--- src/rtl/hippo_trial_pkg.sv ---
// Shared trial phase encoding for the hippocampal trial blocks.
// Used by the sequencer, the responder and the movement block.
package hippo_trial_pkg;

    localparam int PHASE_W = 2;

    typedef enum logic [PHASE_W-1:0] {
        IDLE    = 2'd0,
        EXPLORE = 2'd1,
        REPLAY  = 2'd2,
        DONE    = 2'd3
    } phase_t;

endpackage

--- src/rtl/trial_timer.sv ---
// Loadable down-counter with zero flag; holds at zero.
// Times the replay phase of trial_responder.
module trial_timer #(
    parameter int W = 6
) (
    input  logic         clk,
    input  logic         reset_n,
    input  logic         load,
    input  logic [W-1:0] load_val,
    input  logic         dec,
    output logic         zero
);

    logic [W-1:0] count;

    always_ff @(posedge clk or negedge reset_n) begin
        if (!reset_n) begin
            count <= '0;
        end else if (load) begin
            count <= load_val;
        end else if (dec && count != '0) begin
            count <= count - 1'b1;
        end
    end

    assign zero = (count == '0);

endmodule

--- src/rtl/trial_responder.sv ---
// Network-side responder of the trial handshake: explore, replay, done.
// Optional macro TRIAL_RESPONDER_REWARD_COUNT_EN adds the reward_cnt port.
module trial_responder
    import hippo_trial_pkg::*;
#(
    parameter int N_OUT         = 4,
    parameter int MAX_STEPS     = 64,
    parameter int REPLAY_CYCLES = 32,
    parameter int ITRIAL_W      = 10,
    parameter int CNT_W         = 8
) (
    input  logic                clk,
    input  logic                reset_n,
    input  logic                run,
    input  logic                active,
    input  logic [ITRIAL_W-1:0] itrial,
    input  logic [N_OUT-1:0]    out_vec,
    input  logic                break_in,
    output logic                change_invec,
    output logic                finish_replay_phase,
    output logic                rewarded,
    output logic [PHASE_W-1:0]  phase,
    output logic [CNT_W-1:0]    step_cnt,
`ifdef TRIAL_RESPONDER_REWARD_COUNT_EN
    output logic [CNT_W-1:0]    reward_cnt,
`endif
    output logic [ITRIAL_W-1:0] trial_id
);

    localparam int TW = $clog2(REPLAY_CYCLES + 1);
    localparam logic [TW-1:0] RLOAD = TW'(REPLAY_CYCLES - 1);
    localparam logic [CNT_W-1:0] STEP_MAX = CNT_W'(MAX_STEPS);

    phase_t state;
    logic   step;
    logic   limit;
    logic   to_replay;
    logic   t_zero;

    // A step is one cycle with any spike, never past the limit.
    assign step  = (state == EXPLORE) && (|out_vec)
                && (step_cnt != STEP_MAX);
    assign limit = step && (step_cnt == STEP_MAX - 1'b1);
    assign to_replay = (state == EXPLORE) && run && active
                    && (break_in || limit);
    assign phase = state;

    trial_timer #(
        .W(TW)
    ) u_timer (
        .clk     (clk),
        .reset_n (reset_n),
        .load    (to_replay),
        .load_val(RLOAD),
        .dec     (state == REPLAY),
        .zero    (t_zero)
    );

    always_ff @(posedge clk or negedge reset_n) begin
        if (!reset_n) begin
            state               <= IDLE;
            change_invec        <= 1'b0;
            finish_replay_phase <= 1'b0;
            rewarded            <= 1'b0;
            step_cnt            <= '0;
            trial_id            <= '0;
        end else if (!run) begin
            state               <= IDLE;
            change_invec        <= 1'b0;
            finish_replay_phase <= 1'b0;
            rewarded            <= 1'b0;
            step_cnt            <= '0;
            trial_id            <= '0;
        end else begin
            change_invec        <= 1'b0;
            finish_replay_phase <= 1'b0;
            unique case (state)
                IDLE: begin
                    if (active) begin
                        state    <= EXPLORE;
                        step_cnt <= '0;
                        rewarded <= 1'b0;
                        trial_id <= itrial;
                    end
                end
                EXPLORE: begin
                    if (!active) begin
                        state    <= IDLE;
                        rewarded <= 1'b0;
                    end else begin
                        if (step) begin
                            change_invec <= 1'b1;
                            step_cnt     <= step_cnt + 1'b1;
                        end
                        if (break_in) begin
                            rewarded <= 1'b1;
                            state    <= REPLAY;
                        end else if (limit) begin
                            rewarded <= 1'b0;
                            state    <= REPLAY;
                        end
                    end
                end
                REPLAY: begin
                    if (!active) begin
                        state    <= IDLE;
                        rewarded <= 1'b0;
                    end else if (t_zero) begin
                        state               <= DONE;
                        finish_replay_phase <= 1'b1;
                    end
                end
                DONE: begin
                    if (!active) begin
                        state <= IDLE;
                    end
                end
                default: state <= IDLE;
            endcase
        end
    end

`ifdef TRIAL_RESPONDER_REWARD_COUNT_EN
    always_ff @(posedge clk or negedge reset_n) begin
        if (!reset_n) begin
            reward_cnt <= '0;
        end else if (!run) begin
            reward_cnt <= '0;
        end else if (finish_replay_phase && rewarded
                     && reward_cnt != '1) begin
            reward_cnt <= reward_cnt + 1'b1;
        end
    end
`else
    // Reward counting compiled out; no reward_cnt port.
`endif

endmodule

--- config.mk ---
export PLATFORM = sky130hd
export DESIGN_NAME = trial_responder
export DESIGN_NICKNAME = d
export VERILOG_FILES = /design/src/rtl/hippo_trial_pkg.sv /design/src/rtl/trial_timer.sv /design/src/rtl/trial_responder.sv
export SDC_FILE = /design/constraint.sdc
export NUM_CORES = 1
export LEC_CHECK = 0
export CORE_ASPECT_RATIO = 0.6
export CORE_UTILIZATION = 25
export CTS_BUF_LIST = sky130_fd_sc_hd__clkbuf_4
export DETAILED_ROUTE_END_ITERATION = 16
export HOLD_SLACK_MARGIN = 0.15
export SLEW_MARGIN = 20
export SYNTH_ARGS = -nofsm -noshare
export SYNTH_HDL_FRONTEND = slang
export SYNTH_SLANG_ARGS = --single-unit
--- constraint.sdc ---
create_clock -name clk -period 3.6 [get_ports clk]
set_input_delay 0.54 -clock clk [delete_from_list [all_inputs] [get_ports clk]]
set_output_delay 0.54 -clock clk [all_outputs]
set_load 0.02 [all_outputs]
==> impl.org, run 1 <==
** Die
- Total number of placement rows :: 22
- I/O pin cnt :: 42
- Once the floorplan was initialized, standard cells occupied approximately a quarter of the core.
- Core ar. :: about 0.006 mm2
- The floorplan step defined a die boundary enclosing approximately 0.0067 mm2.
- Die Ht :: ~64 um
- The die is roughly 110 um wide.

** Timing
- Final setup violation count :: 0
- Final period demand of the worst path :: ~2400 ps
- Top achievable clock speed :: ~420 MHz
- Min Hold Slack :: between 500 and 600 ps
- Worst Tran Pin Value :: roughly 980 ps
- In this run the tightest slew margin relative to its limit is 33.9%.
- The max-slew violation total from the final report is 0.
- Setup repair after global routing left no endpoint under its margin.
- Period utilisation layout :: between 60% and 70%
- Final sum of negative setup slack :: 0 ps
- Worst-case clock skew :: about 13 ps
- Final hold viol count :: 0

** Cells and area
- Most frequent cells in the layout :: sky130_fd_sc_hd__clkdlybuf4s50_1 (41), sky130_fd_sc_hd__dfrtp_1 (29), sky130_fd_sc_hd__nand2_1 (28), sky130_fd_sc_hd__a21boi_0 (10), sky130_fd_sc_hd__nand3_1 (10)
- Net count of the finished layout :: around 230
- Area growth from synthesis to final layout :: 35.3%
- Of the cells placed in the final design, the portion with a size suffix greater than 1 is approximately 11%.
- Leading cell type in the layout, fill and taps excluded :: sky130_fd_sc_hd__clkdlybuf4s50_1
- With fillers left out, the area of the finished cells amounts to roughly 0.0022 mm2.
- Fill cell instance count of the final layout :: 632
- At the end of the flow the core is filled with cells to between 30% and 40%.
- The number of antenna diodes in the final layout is 0.

** Placement
- The wire-length estimate of the detail-placed layout is ~2800 um.
- The congestion estimate from routability-driven global placement came to just under 0.8.
- The count of buffers added on input and output ports is just over 40.
- Placed standard-cell area :: between 0.002 and 0.0025 mm2

** Clocking
- Total number of clock tree sinks :: 29
- After clock tree synthesis, the clock-pin slew on the worst setup and hold paths is approximately 110 ps.
- CTS placed an instance of sky130_fd_sc_hd__clkbuf_4 at the clock tree root.
- TritonCTS built the clock tree.
- Number of levels the H-tree was split into :: 2
- Post-CTS setup buffer count :: 0
- Hold buffers post-CTS :: 0
- Maximum count of clock buffers along a single path :: 2
- Count of instances resized after the clock tree is built :: 0
- Number of buffers inserted during clock tree synthesis :: 5
- Clock latency on the worst-skew pair, taken at its later pin, is 340 ps.

** Detailed routing
- Via Count :: 1373
- Before antenna repair, the detailed router went through 4 iterations.
- The count of nets left with antenna violations once routing finished came out at 0.
- WL/cell :: 13.9 um
- After the first detailed-routing iteration, the DRC count stood at 77.
- In the routed layout, each cell is associated on average with a via count of roughly 4.8.
- Total routed wirelength :: between 4000 and 5000 um
- For this run, design rule violations remaining after detail routing come to 0.

** Critical path
- Worst reg-to-reg path cell count :: 6
- The worst setup path is captured at a flip-flop.
- Worst Path Max Fanout :: 11
- Data arrival, critical path :: between 2000 and 3000 ps
- In this run the critical register-to-register path is launched from step_cnt[0].
- The critical path is of the reg2reg type.
- Data required time at the worst endpoint :: around 3800 ps
- STA classifies the critical path startpoint as a flip-flop.
- The endpoint identified for the worst register-to-register timing path is u_timer.count[1].
- FF-to-FF setup slack :: around 1200 ps

** Pwr
- Summed over all cells, the static leakage comes to 0.843 nW.
- Sum of internal, switching and leakage power :: 0.780 mW
- Across the VDD grid, the largest voltage drop is 0.000142 V.
- Dividing total power by cell area gives a power density of roughly 360 mW/mm2.

** Synthesis
- Mapped Cells :: 161
- A synthesized cell averages just under 10 um2.
- For this run, the leading register cell type out of synthesis is sky130_fd_sc_hd__dfrtp_1.
- Number of storage elements in the synthesis netlist :: 29
- In the synthesized netlist the async set-or-reset flop fraction comes to 100%.
- Top cells by area, synth :: sky130_fd_sc_hd__dfrtp_1 (46%), sky130_fd_sc_hd__nand2_1 (6.6%), sky130_fd_sc_hd__a21boi_0 (4.7%)
- Yosys mapped a number of flops with a built-in enable equal to 0.
- Synthesized Nets :: around 180
- Unique masters post-synth :: 48
- Netlist area before placement :: about 0.0016 mm2
- Of all cell types, the one taking the most synthesized area is sky130_fd_sc_hd__dfrtp_1.
- Number of synthesis warnings :: 0
- In this run the biggest area consumer among cell types represents between 40% and 50% of the synthesized area.
- Summing the sequential cell areas from Yosys gives 45.5% of the chip area.

** Hold path
- Worst hold start :: trial_id[4]
- The path class of the tightest hold or removal check is reg2reg.
- The path with the worst hold slack has its endpoint at trial_id[4].
- Along the worst hold path, the cell count comes to 2.

** Flow run
- The tool flagged a number of max-cap violations equal to 0.

** Global routing
- The via count of the first global-routing pass came to approximately 1300.
- Across every metal layer, demand over resource in global routing totals about an eighth.
- First-pass GRT wire length :: between 6000 and 7000 um
- Pin count of the biggest net entering global routing :: 30
- Initial antenna violation count :: 0
- Congestion Overflow GR :: 0

** Status
- The run finished with clean final reports.
## metrics by stage
stage                     worst slack, ps  std cells
after floorplan                      1790        161
after global placement               1220        280
after detailed placement             1140        280
after CTS                            1260        288
after global routing                 1000        288
final                                1230        288
## state kept, by name (all words and copies together), names as in the netlist
signal               cells
finish_replay_phase      1
rewarded                 1
trial_id                10
phase                    2
change_invec             1
u_timer.count            6
step_cnt                 8
## cells in the mapped netlist (2+ instances only)
master	count
sky130_fd_sc_hd__nand2b_1	2
sky130_fd_sc_hd__xnor2_1	2
sky130_fd_sc_hd__buf_4	2
sky130_fd_sc_hd__ha_1	3
sky130_fd_sc_hd__dfrtp_1	29
sky130_fd_sc_hd__nor2b_1	3
sky130_fd_sc_hd__nor3_1	2
sky130_fd_sc_hd__xor2_1	3
sky130_fd_sc_hd__a211oi_1	5
sky130_fd_sc_hd__nand3_1	10
sky130_fd_sc_hd__o32ai_2	3
sky130_fd_sc_hd__nand2_1	28
sky130_fd_sc_hd__o21ai_0	6
sky130_fd_sc_hd__inv_1	6
sky130_fd_sc_hd__a21boi_0	10
sky130_fd_sc_hd__mux2i_1	3
sky130_fd_sc_hd__and3_1	2
sky130_fd_sc_hd__clkbuf_1	4
sky130_fd_sc_hd__nor2_1	7
sky130_fd_sc_hd__o211ai_1	2
sky130_fd_sc_hd__nand3b_1	2
## routing by layer
layer	up-vias	routed length (um)	share of wire (%)	track usage [%]
li1	658	-	-	-
met1	658	2000	50	17.5
met2	52	1550	39	17.7
met3	5	407	10	6.33
met4	0	44	1.1	5.28
met5	-	0	0	0
## cell type report
class	count	area, um2	area share (%)
sequential	29	726	33.6
clock inverter	3	41.3	1.91
timing repair buffer	43	425	19.7
multi-input combinational	117	796	36.9
inverter	7	26.3	1.22
clock buffer	5	37.5	1.74
tap	84	105	4.87
## where the power goes
| part | total [mW] | switching, mW | internal, mW |
|---|---|---|---|
| clock network | 0.274 | 0.130 | 0.144 |
| registers | 0.366 | 0.0192 | 0.346 |
| logic | 0.141 | 0.0764 | 0.0641 |
## cell families after synthesis
| family | share of synthesized area (%) |
|---|---|
| simple gates | 22.1 |
| compound gates | 20.9 |
| flops | 45.5 |
| buf+inv | 4.55 |
| xor+xnor | 2.75 |
| mux | 1.88 |
| fa+ha+maj | 2.36 |
## how the worst max path moves through the flow
stage / startpoint / endpoint / slack (ps) / depth (start not counted)
3_5_place_dp: out_vec[1] / u_timer.count[1] / 1140 / 5
3_3_place_gp: out_vec[1] / u_timer.count[1] / 1220 / 5
5_1_grt: step_cnt[0] / u_timer.count[1] / 1000 / 6
4_1_cts: step_cnt[0] / u_timer.count[1] / 1260 / 6
2_1_floorplan: out_vec[1] / step_cnt[1] / 1790 / 6
6_report: step_cnt[0] / u_timer.count[1] / 1230 / 6
## worst max-delay path: stages, from the launching register on
cell	delay, ps
sky130_fd_sc_hd__dfrtp_1	470
sky130_fd_sc_hd__inv_1	90
sky130_fd_sc_hd__ha_1	140
sky130_fd_sc_hd__nand4bb_1	140
sky130_fd_sc_hd__o41ai_2	810
sky130_fd_sc_hd__o31a_1	430
sky130_fd_sc_hd__o221ai_1	150
(Power assumes the default switching activity.)
==> run 2: changes to the inputs <==
clock period = 2.3 ns   (was 3.6 ns; I/O delays follow)
==> run 2 against run 1 <==
  * Setup slack got worse by 800 ps
  * Sequential share of layout area decreased by 0.097 points
  * Sequential power increased by 57%
  * Non-clock buffer count increased by 4
  * Clock skew decreased by 2.9 ps
  * Combinational power increased by 58%
  * Clock-buffer cell count unchanged
  * Routed wire length decreased by 2.5%
  * Core utilization increased by 0.10 points
  * Largest power group unchanged
==> impl.org, run 2 (same netlist as run 1, synthesis figures left out) <==
** Status
- Outcome :: completed

** Critical path
- Crit path buffers/inverters :: 1
- Kind of critical path :: reg2out
- The worst setup path is launched from a flip-flop.
- Largest delay share family, worst path :: buffers and inverters
- Traced cell by cell, the critical path runs through clkdlybuf4s50_1.
- Data required time at the worst endpoint :: ~2000 ps
- The largest single stage delay on the critical path is roughly 670 ps.
- STA puts the critical path data arrival time at roughly 1500 ps.
- Master of the slowest instance on the critical path :: sky130_fd_sc_hd__clkdlybuf4s50_1
- STA classifies the critical path endpoint as an output port.
- Of all nets on the critical path, the largest fanout is 9.

** Pwr
- Sequential share of power :: 51.6%
- Cell internal pwr :: between 0.7 and 0.8 mW
- In this run, the clock network consumes approximately 28% of the power.
- Worst IR drop on VDD :: 0.000189 V
- Power per standard cell area :: roughly 510 mW/mm2
- Net switching is a little under a third of the power.
- Leakage power summed over all cells :: between 0.8 and 0.9 nW
- The analysis attributes to net switching a power of between 0.3 and 0.4 mW.
- The share of total power dissipated in combinational logic is 20.0%.

** Clocking
- Count of instances resized after the clock tree is built :: 0
- Hold buffers post-CTS :: 0
- The tree is rooted in a sky130_fd_sc_hd__clkbuf_4.
- The tree built by TritonCTS fans out to 29 sinks.
- No sink is reached through more buffers than the 2 on the longest clock path.
- The clock reaches the later pin of the worst-skew pair after between 300 and 400 ps.
- TritonCTS clock tree :: built
- Post-CTS clock slew at the launch and capture registers of the worst setup and hold paths :: approximately 110 ps
- Post-CTS setup buffer count :: 0
- Clock tree synthesis inserted a total of 5 buffers.
- Number of levels the H-tree was split into :: 2

** Flow run
- Max-cap violation count :: 0

** Placement
- Buffers placed on the I/O ports in this run total 41.
- Placed standard-cell area :: 0.00211 mm2
- Detailed placement ended at an HPWL of approximately 2800 um.
- At the end of routability-driven placement, the weighted congestion stood at 0.774.

** Timing
- Final hold viol count :: 0
- Setup repair after global routing left no endpoint under its margin.
- Across the routed clock network, the largest skew measured is 9.77 ps.
- In this run the tightest slew margin relative to its limit is 64.0%.
- Setup violations remaining at the end of the flow were counted as 0.
- Slew Viols, Final :: 0
- Final sum of negative setup slack :: 0 ps
- Worst Tran Pin Value :: 534 ps
- The worst path in the final design needs a cycle of 1870 ps, including I/O delays and setup.
- Top achievable clock speed :: around 530 MHz
- Period utilisation layout :: ~80%

** Global routing
- Summed over all layers, the global routing overflow is 0.
- Initial antenna violation count :: 0
- Number of global-route vias before repair :: around 1300
- The first global-routing pass estimated between 6000 and 7000 um of wire.
- Total routing resource utilization after global routing :: between 10% and 20%
- Pin count of the biggest net entering global routing :: 30

** Die
- Total number of placement rows :: 22
- Initial standard-cell utilization of the core :: 26.0%
- Measured along the x axis, the die boundary spans about 110 um.
- Pin placement for this block handled between 40 and 50 I/O pins.
- The die is about 64 um tall.
- The floorplan step defined a core boundary enclosing about 0.006 mm2.
- The die covers ~0.0067 mm2.

** Cells and area
- The register with the most flip-flops in the layout has 10 of them.
- After the last flow step, the layout net total stands at 229.
- Once layout is done, the placed cells without fillers occupy 0.00216 mm2.
- Biggest register :: trial_id
- Leaving out fill and tap cells, the most frequent cell in the layout is sky130_fd_sc_hd__clkdlybuf4s50_1.
- The area growth from synthesis to layout is 35.7%.
- Most frequent cells in the layout :: sky130_fd_sc_hd__clkdlybuf4s50_1 (41), sky130_fd_sc_hd__dfrtp_1 (29), sky130_fd_sc_hd__nand2_1 (28), sky130_fd_sc_hd__a21boi_0 (10), sky130_fd_sc_hd__nand3_1 (10)
- 0 antenna diodes ended up in the layout.
- Fraction of layout instances using a drive strength above 1 :: between 10% and 20%
- Top Registers :: trial_id: 10 flops, step_cnt: 8 flops, u_timer.count: 6 flops
- Fill cells in the final layout number approximately 630.

** Detailed routing
- Detailed routing inserted a total of between 1000 and 1500 vias.
- The final layout contains routed wiring with a total length of slightly below 4000 um.
- In the routed design, unresolved DRC markers number 0.
- The first routing iteration left 89 violations.
- WL/cell :: 13.4 um
- First-pass iteration count of the detailed router :: 4
- Number of vias per cell after detailed routing :: between 4 and 5
- Once detail routing completed, the nets flagged for antenna violations numbered 0.

** Hold path
- Worst min-delay path category :: in2async
==> run 2: layer usage <==
metal	GRT usage [%]	vias to the layer above	routed length (um)
met5	0	-	0
met4	4.23	0	15
met3	5.41	2	343
met2	15.6	43	1470
met1	19.0	626	2070
li1	-	670	-
==> run 2: area by class of cell <==
cell class / count / area (um2) / area share, %
Clock buffer: 5 / 37.5 / 1.74
Clock inverter: 3 / 17.5 / 0.810
Inverter: 7 / 26.3 / 1.21
Multi-Input combinational cell: 117 / 796 / 36.8
Sequential cell: 29 / 726 / 33.5
Tap cell: 84 / 105 / 4.86
Timing Repair Buffer: 47 / 455 / 21.1
==> run 2: worst paths after layout <==
check	startpoint	endpoint	slack, ps	depth (start not counted)
max	step_cnt[3]	step_cnt[3]	430	1
min reg2reg	trial_id[5]	trial_id[5]	540	2
max reg2reg	step_cnt[0]	step_cnt[7]	430	7
min	reset_n	change_invec	390	2
max in group asynchronous	reset_n	u_timer.count[5]	1620	2
min in group clk	trial_id[5]	trial_id[5]	540	2
==> run 2: power by group through the flow <==
stage	combinational, mW	clock [mW]	sequential (mW)
after global routing	0.249	0.353	0.579
final	0.223	0.316	0.574
after detailed placement	0.224	0	0.583
after floorplan	0.112	0	0.593
after CTS	0.224	0.327	0.574
after global placement	0.222	0	0.584
==> run 2: stage by stage <==
stage	total power [mW]	utilization (%)	instances	setup WS, ps	hold slack, ps
6_report	1.11	35.2	292	428	391
5_1_grt	1.18	35.2	292	283	418
4_1_cts	1.13	35.2	292	406	394
3_5_place_dp	0.807	34.3	284	201	528
3_3_place_gp	0.806	34.3	284	234	518
2_1_floorplan	0.704	-	161	552	49.4
